### config.mk
export PLATFORM = sky130hd
export DESIGN_NAME = sync_fifo
export DESIGN_NICKNAME = d
export VERILOG_FILES = /design/src/rtl/sync_fifo_pkg.sv /design/src/rtl/sync_fifo_ram.sv /design/src/rtl/sync_fifo.sv
export SDC_FILE = /design/constraint.sdc
export NUM_CORES = 1
export LEC_CHECK = 0
export CORE_MARGIN = 8
export CORE_UTILIZATION = 35
export CTS_CLUSTER_SIZE = 25
export DETAILED_ROUTE_END_ITERATION = 8
export GPL_TIMING_DRIVEN = 0
export PLACE_DENSITY = 0.48
export SLEW_MARGIN = 15
export SYNTH_ARGS = -nofsm -noshare
export SYNTH_HDL_FRONTEND = slang
export SYNTH_SLANG_ARGS = --single-unit
### constraint.sdc
create_clock -name clk_i -period 2.3 [get_ports clk_i]
set_clock_uncertainty 0.2 [all_clocks]
set_input_delay 0.46 -clock clk_i [delete_from_list [all_inputs] [get_ports clk_i]]
set_output_delay 0.46 -clock clk_i [all_outputs]
set_load 0.005 [all_outputs]
### src/rtl/sync_fifo_pkg.sv
// Shared constants and helpers for the single-clock FIFO and its RAM.
// Optional error flags are enabled with the SYNC_FIFO_ERR_FLAG_EN macro.
package sync_fifo_pkg;

  localparam int SF_DATA_WIDTH_DEF    = 8;
  localparam int SF_ADDR_WIDTH_DEF    = 4;
  localparam int SF_RAM_DEPTH_DEF     = 16;
  localparam int SF_AFULL_THRESH_DEF  = 14;
  localparam int SF_AEMPTY_THRESH_DEF = 2;

  function automatic int clog2(input int v);
    int r;
    r = 0;
    while ((1 << r) < v) r++;
    return r;
  endfunction

  // Occupancy needs one extra bit to represent a completely full FIFO.
  function automatic int cnt_w(input int aw);
    return aw + 1;
  endfunction

endpackage

### src/rtl/sync_fifo_ram.sv
// Simple dual-port RAM, one write port and one registered read port.
// The array has no reset; only the read-data register is reset.
module sync_fifo_ram #(
  parameter int DATA_WIDTH = 8,
  parameter int ADDR_WIDTH = 4,
  parameter int RAM_DEPTH  = 16
) (
  input  logic                  clk_i,
  input  logic                  rst_ni,
  input  logic                  we_i,
  input  logic [ADDR_WIDTH-1:0] waddr_i,
  input  logic [DATA_WIDTH-1:0] wdata_i,
  input  logic                  re_i,
  input  logic [ADDR_WIDTH-1:0] raddr_i,
  output logic [DATA_WIDTH-1:0] rdata_o
);

  logic [DATA_WIDTH-1:0] mem [RAM_DEPTH];
  logic [DATA_WIDTH-1:0] rdata_q;

  always_ff @(posedge clk_i) begin
    if (we_i) mem[waddr_i] <= wdata_i;
  end

  always_ff @(posedge clk_i or negedge rst_ni) begin
    if (!rst_ni)   rdata_q <= '0;
    else if (re_i) rdata_q <= mem[raddr_i];
  end

  assign rdata_o = rdata_q;

endmodule

### src/rtl/sync_fifo.sv
// Single-clock FIFO: pointers, occupancy and registered status flags around
// sync_fifo_ram. Define SYNC_FIFO_ERR_FLAG_EN for sticky overflow/underflow.
module sync_fifo
  import sync_fifo_pkg::*;
#(
  parameter int DATA_WIDTH    = SF_DATA_WIDTH_DEF,
  parameter int ADDR_WIDTH    = SF_ADDR_WIDTH_DEF,
  parameter int RAM_DEPTH     = SF_RAM_DEPTH_DEF,
  parameter int AFULL_THRESH  = SF_AFULL_THRESH_DEF,
  parameter int AEMPTY_THRESH = SF_AEMPTY_THRESH_DEF
) (
  input  logic                        clk_i,
  input  logic                        rst_ni,
  input  logic                        wr_en_i,
  input  logic [DATA_WIDTH-1:0]       wdata_i,
  input  logic                        rd_en_i,
  output logic [DATA_WIDTH-1:0]       rdata_o,
  output logic                        rdata_valid_o,
  output logic                        full_o,
  output logic                        empty_o,
  output logic                        almost_full_o,
  output logic                        almost_empty_o,
`ifdef SYNC_FIFO_ERR_FLAG_EN
  input  logic                        err_clr_i,
  output logic                        overflow_o,
  output logic                        underflow_o,
`endif
  output logic [cnt_w(ADDR_WIDTH)-1:0] count_o
);

  localparam int AW = ADDR_WIDTH;
  localparam int CW = cnt_w(ADDR_WIDTH);

  if ((RAM_DEPTH != (1 << ADDR_WIDTH)) || (clog2(RAM_DEPTH) != ADDR_WIDTH)) begin : g_depth_chk
    $error("sync_fifo: RAM_DEPTH must equal 2**ADDR_WIDTH");
  end

  logic [AW-1:0] wr_ptr_q, wr_ptr_d, rd_ptr_q, rd_ptr_d;
  logic [CW-1:0] count_q, count_d;
  logic          full_q, empty_q, afull_q, aempty_q, rvld_q;
  logic          wr_acc, rd_acc;

  // Acceptance uses the flags registered before the edge, never count_d.
  assign wr_acc = wr_en_i & ~full_q;
  assign rd_acc = rd_en_i & ~empty_q;

  always_comb begin
    wr_ptr_d = wr_ptr_q;
    rd_ptr_d = rd_ptr_q;
    count_d  = count_q;
    if (wr_acc) wr_ptr_d = wr_ptr_q + AW'(1);
    if (rd_acc) rd_ptr_d = rd_ptr_q + AW'(1);
    if (wr_acc && !rd_acc)      count_d = count_q + CW'(1);
    else if (rd_acc && !wr_acc) count_d = count_q - CW'(1);
  end

  always_ff @(posedge clk_i or negedge rst_ni) begin
    if (!rst_ni) begin
      wr_ptr_q <= '0;
      rd_ptr_q <= '0;
      count_q  <= '0;
      full_q   <= 1'b0;
      empty_q  <= 1'b1;
      afull_q  <= (AFULL_THRESH <= 0);
      aempty_q <= 1'b1;
      rvld_q   <= 1'b0;
    end else begin
      wr_ptr_q <= wr_ptr_d;
      rd_ptr_q <= rd_ptr_d;
      count_q  <= count_d;
      full_q   <= (count_d == CW'(RAM_DEPTH));
      empty_q  <= (count_d == '0);
      afull_q  <= (count_d >= CW'(AFULL_THRESH));
      aempty_q <= (count_d <= CW'(AEMPTY_THRESH));
      rvld_q   <= rd_acc;
    end
  end

`ifdef SYNC_FIFO_ERR_FLAG_EN
  logic ovf_q, unf_q;

  // A new error event in the same cycle as err_clr_i keeps the flag set.
  always_ff @(posedge clk_i or negedge rst_ni) begin
    if (!rst_ni) begin
      ovf_q <= 1'b0;
      unf_q <= 1'b0;
    end else begin
      ovf_q <= (wr_en_i & full_q)  | (ovf_q & ~err_clr_i);
      unf_q <= (rd_en_i & empty_q) | (unf_q & ~err_clr_i);
    end
  end

  assign overflow_o  = ovf_q;
  assign underflow_o = unf_q;
`endif

  sync_fifo_ram #(
    .DATA_WIDTH (DATA_WIDTH),
    .ADDR_WIDTH (ADDR_WIDTH),
    .RAM_DEPTH  (RAM_DEPTH)
  ) u_ram (
    .clk_i   (clk_i),
    .rst_ni  (rst_ni),
    .we_i    (wr_acc),
    .waddr_i (wr_ptr_q),
    .wdata_i (wdata_i),
    .re_i    (rd_acc),
    .raddr_i (rd_ptr_q),
    .rdata_o (rdata_o)
  );

  assign rdata_valid_o  = rvld_q;
  assign full_o         = full_q;
  assign empty_o        = empty_q;
  assign almost_full_o  = afull_q;
  assign almost_empty_o = aempty_q;
  assign count_o        = count_q;

endmodule
* Word level (Yosys, flattened, before mapping)
Memories as Yosys holds them, arrays and structs flattened. A register that Yosys moved wholly into a read port is not among the register bits.
Index checks and enable logic that the tools add are counted.
** Storage, ports and cells
- Logic and storage cells :: 30
- Memories :: 1
- Memory bits (writable) :: 128
- Output and inout bits :: 18
- Flip-flop bits (word level) :: 18
** Operators by class
- Bitwise gates (word level) :: 4
- $add $sub $neg :: 4
- Order comparisons :: 2
- Equal/unequal tests :: 1
- Mux-type cells :: 4
- Reduce and logical (&&, ||, !) cells :: 6
** Memories
- u_ram.mem :: words 16, width 8, read ports 1, clocked after memory_dff 1, wr ports 1, RTL line sync_fifo_ram.sv:18 : logic [DATA_WIDTH-1:0] mem [RAM_DEPTH];
** Operators with widths (count)
- two-way mux 5 bit :: 2
- adder 4 x 1 -> 4 bit, second input constant :: 2
- adder 5 x 1 -> 5 bit, second input constant :: 1
- == test 5 bit, second input constant :: 1
- >= comparator 5 x 4 -> 1 bit, second input constant :: 1
- less-or-equal comparator 5 x 2 -> 1 bit, second input constant :: 1
- zero test 5 bit :: 1
- subtractor 5 x 1 -> 5 bit, second input constant :: 1
- zero test 1 bit :: 3
- AND 1 bit :: 2
- logical AND 1 bit :: 2
- two-way mux 1 bit :: 2
- NOT 1 bit :: 2

* Longest topological paths before layout
- Depth in word-level cells :: 7
- Mapped depth :: 7
- Gate-level depth less buffers :: 7

* Modules after synthesis
From an unflattened synthesis, not the netlist that was laid out.
** Second synthesis, totals
- Cells, all modules :: 312
- Area total of the unflattened synthesis :: 6261.0 sq um
** Modules (own cells, without submodules)
- sync_fifo_ram :: area an instance 5331.4 sq um, times used 1, cells an instance 240
- sync_fifo :: area an instance 929.6 sq um, times used 1, cells an instance 72

* Worst setup path before layout
No wires, ideal clock.
- Path type :: reg-to-reg
- From :: register empty_q, in the netlist empty_o
- To :: register aempty_q, in the netlist almost_empty_o
- Required time :: 1.995 ns
- Cell stages (with the launch flop) :: 8
- Library setup time :: 0.105 ns
- Arrival :: 1.640 ns
- Path buffers :: 0
- Slack :: 0.355 ns
- Cell sequence :: dfstp_2 nand2b_4 inv_4 nor2_4 a41o_1 xnor2_2 inv_2 a2111oi_2
** On the way
- Longest elaborated chain between the ends :: 6
** RTL lines
- start, declared :: RTL line sync_fifo.sv:40 : logic full_q, empty_q, afull_q, aempty_q, rvld_q;
- start signal, assigned :: RTL line sync_fifo.sv:72 : empty_q <= (count_d == '0);
- NOT 1 bit (*) :: RTL line sync_fifo.sv:45 : assign rd_acc = rd_en_i & ~empty_q;
- AND 1 bit (*) :: RTL line sync_fifo.sv:45
- net rd_acc :: RTL line sync_fifo.sv:41 : logic wr_acc, rd_acc;
- logical AND 1 bit or zero test 1 bit (tied branches) :: RTL line sync_fifo.sv:54, sync_fifo.sv:53
- two-way mux 5 bit or logical AND 1 bit (tied branches) :: RTL line sync_fifo.sv:54, sync_fifo.sv:53
- two-way mux 5 bit (*) :: RTL line sync_fifo.sv:53 : if (wr_acc && !rd_acc) count_d = count_q + CW'(1);
- net count_d[4] :: RTL line sync_fifo.sv:39 : logic [CW-1:0] count_q, count_d;
- less-or-equal comparator 5 x 2 -> 1 bit (*) :: RTL line sync_fifo.sv:74 : aempty_q <= (count_d <= CW'(AEMPTY_THRESH));
- end signal, assigned :: RTL line sync_fifo.sv:74
- end, declared :: RTL line sync_fifo.sv:40
The timed path passes the listed nets; every way through them passes the cells marked *.
A chain may end at the register's enable or synchronous reset.

==> impl_metrics.ini <==
[routing]
wl_met3_um = 573
drtPass1Iterations = 4
drc = 0
top_layer = met4
wire_per_inst_um = 21.7
wl_met1_um = 6870
wl_um = 15000
dr_wl_met2_um = 7240
via_count = 3388
first_iter_violations = 286
ant_nets = 0
routed_via_density = 4.91

[setup_path]
critPathCaptureType = flip-flop
r2r-start = rd_ptr_q[2]
crit_fanout = 10
crit_required_ns = 2.40
rr_worst_depth = 6
rrSetupSlack_ns = 0.08
crit_chain = nor2b_1 -> clkbuf_1 -> clkbuf_1 -> a22oi_1 -> nand3_1 -> nand3_1
reg2reg_to = u_ram.rdata_o[6]
cp_data_arrival_time_ns = 2.32
slowest_stage = dfrtp_1
cpPeakStageDelay_ns = 0.46
start_kind = flip-flop
criticalPathCategory = reg -> reg

[run_status]
status = finished, final reports clean

[die]
initial_core_util_pct = 35.3
core_area_um2 = 17700
row_count = 49
die_x_um = 150
die_height_um = 150
dieArea_um2 = 22400
io_pins = 30

[logic_synthesis]
yosys_warnings = 0
syn_avg_cell_area_um2 = 15.7
synth-seq-area-share_pct = 72.0
synth_top_cells_by_count = 128 x edfxtp_1, 64 x mux2i_1, 32 x nand2_1
synth_nets = 418
synth_most_common_cell = edfxtp_1
synth-seq-cells = 154
synthFlopType = edfxtp_1
yosys.area.top_type = edfxtp_1
synth_edf_count = 128
synth_cells = 399
async_flop_share_pct = 16.9
syn_area_um2 = 6250
netlist_top_cells_area = edfxtp_1 62%, mux2i_1 10%, dfrtp_1 9.6%
synth_top_area_share_pct = 61.5
ys_types = 38

[global_routing]
grt.overflow.total = 0
grt_pass1_wl_um = 22700
antenna_found_initial = 0
grt_pass1_vias = 3647
grt_start_max_net_pins = 27
globalRouteTotalUtil_pct = 14.2

[pwr]
peakVddDrop_mv = 0.618
p_leak_nw = 2.67
total_power_mw = 9.67
power.density_nw_per_um2 = 1290

[place]
portBuffers = 29
dp_slack_ns = -0.279
routabilityCongestion = 0.811
place_hpwl_um = 10200

[final_layout]
final-seq-area_um2 = 4500
antennaDiodeCount = 0
synthToLayoutAreaGrowth_pct = 19.8
fill_cells = 1590
multiInputGateArea_um2 = 1640
layout-drive-gt1-share_pct = 12.4
fin_nets = 467

[timing]
setup_viol_count_final = 0
setup_ws_ns = 0.0753
fmax_ghz = 0.449
finalMaxSlewViolations = 0
worst_pin_slew_ns = 0.841
maxSlewHeadroom_pct = 43.7
fin_crit_ns = 2.22
rsz0062_at_grt = no
period_share_pct = 96.7
hold_viol_final = 0

[clock_tree]
numCtsBuffers = 17
insertion_delay_ns = 0.42
cts_buffer_depth = 2
tritoncts = yes
clkSlewWorstSetupHoldPaths_ns = 0.06
cts_htree_levels = 4
cts.sinks = 154
cts_setup_buffers = 0
cts_root_buf = clkbuf_16

[worst_hold_path]
holdPathStages = 2
hold_path.class = reg -> reg
worstHoldEndpoint = u_ram.rdata_o[7]
min_from = u_ram.rdata_o[7]

[run]
maxCapViolations = 0
[cell usage in the layout, fill, tap and decap left out, drive strengths merged]
| cell type | count |
|---|---|
| a2111oi | 1 |
| a21oi | 17 |
| a22oi | 18 |
| a31o | 1 |
| a41o | 1 |
| and2 | 17 |
| and2b | 1 |
| and3 | 2 |
| and4 | 1 |
| buf | 8 |
| bufinv | 5 |
| clkbuf | 31 |
| clkdlybuf4s50 | 28 |
| clkinv | 4 |
| clkinvlp | 3 |
| dfrtp | 24 |
| dfstp | 2 |
| dlygate4sd3 | 1 |
| edfxtp | 128 |
| ha | 7 |
| inv | 6 |
| mux2 | 1 |
| mux2i | 64 |
| nand2 | 32 |
| nand2b | 3 |
| nand3 | 25 |
| nand4 | 1 |
| nor2 | 8 |
| nor2b | 2 |
| nor3 | 2 |
| nor3b | 1 |
| nor4 | 3 |
| o21ai | 2 |
| o32ai | 1 |
| xnor2 | 10 |
[sequential cells by signal, indices dropped and copies added, names as in the netlist]
register        count
almost_empty_o      1
almost_full_o       1
count_o             5
empty_o             1
full_o              1
rd_ptr_q            4
rdata_valid_o       1
u_ram.mem         128
u_ram.rdata_o       8
wr_ptr_q            4
[worst max-delay path by stage]
| stage | start | to |
|---|---|---|
| floorplan | empty_o | almost_empty_o |
| global placement | wr_en_i | u_ram.mem[15][5] |
| detailed placement | wr_en_i | u_ram.mem[7][6] |
| CTS | rd_ptr_q[1] | u_ram.rdata_o[1] |
| global route | rd_ptr_q[0] | u_ram.rdata_o[2] |
| finish | rd_ptr_q[2] | u_ram.rdata_o[6] |
[worst max-delay path: cells and delay by family, from the launching register on]
kind | cells | cell delay [ns]
simple gates | 3 | 0.43
compound gates | 1 | 0.21
flops | 1 | 0.46
buf+inv | 2 | 0.79
[where the power goes]
part / switching, mW / internal [mW]
clock: 1.10 / 1.95
sequential: 0.257 / 3.49
combinational: 1.69 / 1.19
[metrics by stage]
step | hold slack, ns | setup TNS [ns] | utilization, % | instances | instance area, um^2
floorplan | -0.0356 | 0 | - | 399 | 6250
CTS | 0.279 | 0 | 42.2 | 690 | 7480
finish | 0.276 | 0 | 42.2 | 690 | 7490
detailed placement | 0.266 | -23.39 | 38.5 | 657 | 6820
global placement | 0.269 | -20.62 | 38.5 | 657 | 6820
global route | 0.296 | 0 | 42.2 | 690 | 7490
[routing by layer]
| metal | track usage (%) | vias to the layer above |
|---|---|---|
| li1 | - | 1595 |
| met5 | 0 | - |
| met4 | 6.56 | 0 |
| met3 | 2.93 | 18 |
| met2 | 22.5 | 62 |
| met1 | 18.4 | 1713 |
[repair_timing]
action                                  in CTS  in global routing
hold endpoints to repair                    24                  0
resized for setup                            2                  5
hold buffers                                 1                  0
endpoints found under the setup margin       4                  6
[cell type report]
class                           count  share of cell area, %
Sequential cell                   154                   60.1
Multi-Input combinational cell    221                   22.0
Clock buffer                       20                   5.97
Timing Repair Buffer               30                   3.94
Tap cell                          229                   3.83
Clock inverter                     12                   2.62
Buffer                             18                   1.27
Inverter                            6                  0.334
[kinds of logic (layout without fill, tap and decap cells)]
family          Yosys count  in the layout  synth area share [%]
flops                   154            154                  72.0
simple gates             98             98                  8.27
mux                      65             65                  10.4
compound gates           41             41                  4.65
buf+inv                  24             86                  1.74
xor+xnor                 10             10                  1.52
fa+ha+maj                 7              7                  1.40
Power figures use the tool's default switching activity.
